## src/rtl/single_port_ram_pkg.sv

```systemverilog
// Shared constants and typedefs for the single-port RAM.
package single_port_ram_pkg;

    localparam int unsigned ADDR_W_DEF = 6;
    localparam int unsigned DATA_W_DEF = 8;
    localparam int unsigned DEPTH_DEF  = 1 << ADDR_W_DEF;

    typedef logic [ADDR_W_DEF-1:0] addr_t;
    typedef logic [DATA_W_DEF-1:0] data_t;

endpackage : single_port_ram_pkg

```

## src/rtl/single_port_ram.sv

```systemverilog
// Single-port RAM: flop-based storage, combinational read and
// asynchronous clear of every word.
module single_port_ram
    import single_port_ram_pkg::*;
#(
    parameter int unsigned ADDR_W = ADDR_W_DEF,
    parameter int unsigned DATA_W = DATA_W_DEF,
    parameter int unsigned DEPTH  = 1 << ADDR_W
) (
    input  logic              clk,
    input  logic              rst_n,
    input  logic              we,
    input  logic [ADDR_W-1:0] ramaddr,
    input  logic [DATA_W-1:0] ramin,
    output logic [DATA_W-1:0] ramout
);

    logic [DATA_W-1:0] mem_q [DEPTH];
    logic [DATA_W-1:0] mem_d [DEPTH];

    // Next contents: unchanged except the addressed word on a write.
    always_comb begin
        mem_d = mem_q;
        if (we) begin
            mem_d[ramaddr] = ramin;
        end
    end

    // Storage; reset clears the whole array without waiting for clk.
    always_ff @(posedge clk or negedge rst_n) begin
        if (!rst_n) begin
            for (int i = 0; i < int'(DEPTH); i++) begin
                mem_q[i] <= '0;
            end
        end else begin
            mem_q <= mem_d;
        end
    end

    // Read port shows stored contents only, never ramin ahead of the edge.
    assign ramout = mem_q[ramaddr];

endmodule : single_port_ram

```

## config.mk

```make
export PLATFORM = sky130hd
export DESIGN_NAME = single_port_ram
export DESIGN_NICKNAME = d
export VERILOG_FILES = /design/src/rtl/single_port_ram_pkg.sv /design/src/rtl/single_port_ram.sv
export SDC_FILE = /design/constraint.sdc
export NUM_CORES = 1
export LEC_CHECK = 0
export ABC_CLOCK_PERIOD_IN_PS = 2500
export BUFFER_PORTS_ARGS = -buffer_cell sky130_fd_sc_hd__buf_2
export CORE_AREA = 4 4 266 268
export DETAILED_ROUTE_END_ITERATION = 7
export DIE_AREA = 0 0 270 272
export HOLD_SLACK_MARGIN = 0.05
export MAX_ROUTING_LAYER = met4
export PLACE_DENSITY = 0.46
export SYNTH_ARGS = -nofsm -noshare
export SYNTH_HDL_FRONTEND = slang
export SYNTH_SLANG_ARGS = --single-unit
```

## constraint.sdc

```tcl
create_clock -name clk -period 2.5 [get_ports clk]
set_input_delay 0.375 -clock clk [delete_from_list [all_inputs] [get_ports clk]]
set_output_delay 0.375 -clock clk [all_outputs]
set_load 0.02 [all_outputs]
```

==> run_results.csv <==
group,metric,value,unit
timing,fin_skew,0,ps
cts,cts_max_path_buffers,3,
timing,max_slew_margin,0.507,
timing,fmax,322,MHz
flow_run,max_cap_violations,0,
synth,synth.area.top_cells,"dfrtp_1, mux2_2, a22oi_1",
route,wl_met1,37300,um
synth,syn-num-nets,1768,
timing,setup_viol,8,
worst_setup_path,arrival,2730,ps
finish,largest_reg_flops,512,
worst_setup_path,cp-endpoint,"ramout[6]",
route,drt_iter0_drc,1118,
timing,tns,-3830,ps
synth,yosysSeqAreaShare,0.541,
synth,synth_flop_cell,"dfrtp_1",
finish,final_cell_mix,"mux2_2, dfrtp_1, buf_4, a22oi_1, buf_12",
grt,grt_overflow,0,
timing,hold_slack,300,ps
status,status,"finished, violations left",
timing,setup_slack,-603,ps
worst_setup_path,cp_max_fo,2,
floorplan,die_x,270,um
worst_setup_path,cp.required,2120,ps
synth,synth-seq-cells,512,
synth,ys.warnings.count,0,
synth,syn_inst,1751,
worst_setup_path,cp_slowest_stage_delay,600,ps
finish,nFillCells,6168,
route,drc_errors,0,
timing,fin_crit,3100,ps
synth,async_reset_ff_frac,1.00,
floorplan,dieArea,0.0734,mm2
worst_setup_path,crit_path_start_kind,"register",
synth,yosys.area.top_type_share,0.541,
worst_setup_path,cp_num_buf_inv,1,
grt,grt_pass1_vias,17100,
route,top_layer_used,"met4",
min_path,min_path_type,"in -> async",
grt,grt_max_degree,65,
placed_design,place_inst,2796,
placed_design,hpwlAfterDp,52700,um
finish,area_growth_syn_to_layout,27.3,%
finish,final_common_cell,"mux2_2",
worst_setup_path,cp-end-kind,"output pin",
grt,antenna_found_initial,0,
placed_design,portBuffers,24,
finish,finish.utilization,0.441,
worst_setup_path,rrSetupSlack,1610,ps
timing,slew_viol_final,0,
finish,fin_nets,2017,
timing,rsz0062_at_grt,"true",
worst_setup_path,cp_slowest_cell,"or4_4",
finish,finalNonFillerCells,2924,
cts,clock_latency,620,ps
finish,drive_gt1_frac,0.557,
placed_design,gp_congestion,0.870,
status,violations,"negative setup slack",
worst_setup_path,worstSetupStartpoint,"mem_q[214]$_DFFE_PN0P_",
pwr,power.density,711,mW/mm2
timing,tightest_slew,740,ps
grt,grt_pass1_wl,117000,um
worst_setup_path,path_cells,"mux2_4 > a221o_1 > a22oi_2 > o21ai_2 > or4_4 > buf_6",
route,wl_per_cell,27.0,um
route,drt_wl_total,79000,um
route,wl_met3,2600,um
finish,num_antenna_cells,0,
synth,syn_avg_cell_area,13.5,um2
route,drt-pass1-iter-count,5,
timing,finalCritPeriodShare,1.24,
cts,numClockSinks,512,
pwr,vdd_ir_drop_max,455,uV
floorplan,fp-row-count,96,
route,vias,16300,
synth,synth_cell_types,59,
cts,htree_levels,2,
cts,cts_tree,"done",
floorplan,die_y,272,um
grt,grt.total_usage,0.218,
worst_setup_path,r2r_end,"mem_q[305]$_DFFE_PN0P_",
worst_setup_path,critPathTopFamily,"compound AO/OA/AOI/OAI gates",
floorplan,pin_count,25,
cts,cts-buffers-inserted,57,
worst_setup_path,worstSetupPathType,"reg -> out",
pwr,p_leak,13.6,nW
floorplan,core-area,0.0683,mm2
route,antenna_left,0,
finish,top_register,"mem_q",
finish,top_regs,"mem_q (512)",
worst_setup_path,worst-path-stages,6,
timing,hold_viol,0,
synth,synth_area,0.0237,mm2
synth,synth_edf_count,0,
cts,cts.clk_slew.worst_paths,60,ps
worst_setup_path,r2r_cells,2,
cts,root_buffer,"clkbuf_16",
route,dr_wl_met2,36900,um
worst_setup_path,r2r-start,"mem_q[305]$_DFFE_PN0P_",
synth,yosys.area.top_type,"dfrtp_1",
route,viasPerCell,5.57,
floorplan,start_util,0.347,
[repair_timing]
| item | CTS | global route |
|---|---|---|
| endpoints found under the hold margin | 43 | 0 |
| gates resized for setup | 100 | 90 |
| buffers inserted | 12 | 16 |
| gates cloned | 0 | 4 |
| hold buffers | 1 | 0 |
| setup endpoints to repair | 8 | 8 |
| pin swaps | 13 | 35 |
[synth_stat cells (all sizes together), types with 5 or more instances]
cell type and number:
a211oi 13, a21oi 56, a221oi 57, a22o 17
a22oi 109, buf 79, clkbuf 72, dfrtp 512
mux2 529, mux2i 33, mux4 16, nand2 52
nand3 12, nor2 47, nor2b 7, nor3 7
nor3b 5, o21ai 44, o221ai 9, o22ai 18
or4 5
[layer usage]
layer  vias to the layer above  GRT usage
met1                      8741      0.302
li1                       7125          -
met4                         0     0.0581
met5                         -          -
met3                       129     0.0259
met2                       294      0.342
[layout make-up]
class,instances,area [um2],share of cell area
timing repair buffer,339,3610,0.120
sequential,512,12800,0.425
clock inverter,17,166,0.00552
inverter,1,3.75,0.000124
tap,882,1100,0.0366
clock buffer,84,1650,0.0546
multi-input combinational,1089,10800,0.359
[through the flow]
step | area [um2] | total power [mW] | setup WS [ps]
after global placement | 27300 | 13.0 | -1070
after detailed placement | 27300 | 13.1 | -1120
after CTS | 29600 | 21.5 | -635
final | 30200 | 21.4 | -603
after global routing | 30200 | 22.4 | -647
after floorplan | 23700 | 11.7 | 147
[cells by family (layout without fill, tap and decap cells)]
family / Yosys count / after routing / synth area share
compound gates: 349 / 349 / 0.106
flops: 512 / 512 / 0.541
mux: 578 / 578 / 0.281
simple gates: 160 / 162 / 0.0405
buf+inv: 152 / 441 / 0.0319
[power breakdown]
group	switching, mW	total (mW)	leakage, nW	internal, mW
combinational	1.53	3.21	5.92	1.68
clock	3.49	8.23	0.892	4.74
sequential	0.613	10.0	6.80	9.39
[worst min-delay path by stage]
| stage | startpoint | endpoint | slack [ps] | cells after the start |
|---|---|---|---|---|
| 2_1_floorplan | rst_n | mem_q[0]$_DFFE_PN0P_ | 80 | 0 |
| 3_3_place_gp | rst_n | mem_q[138]$_DFFE_PN0P_ | 390 | 1 |
| 3_5_place_dp | rst_n | mem_q[138]$_DFFE_PN0P_ | 380 | 1 |
| 4_1_cts | ramin[6] | mem_q[230]$_DFFE_PN0P_ | 270 | 4 |
| 5_1_grt | rst_n | mem_q[333]$_DFFE_PN0P_ | 340 | 2 |
| 6_report | rst_n | mem_q[333]$_DFFE_PN0P_ | 300 | 2 |
No activity file was read; power rests on OpenSTA's default activity.
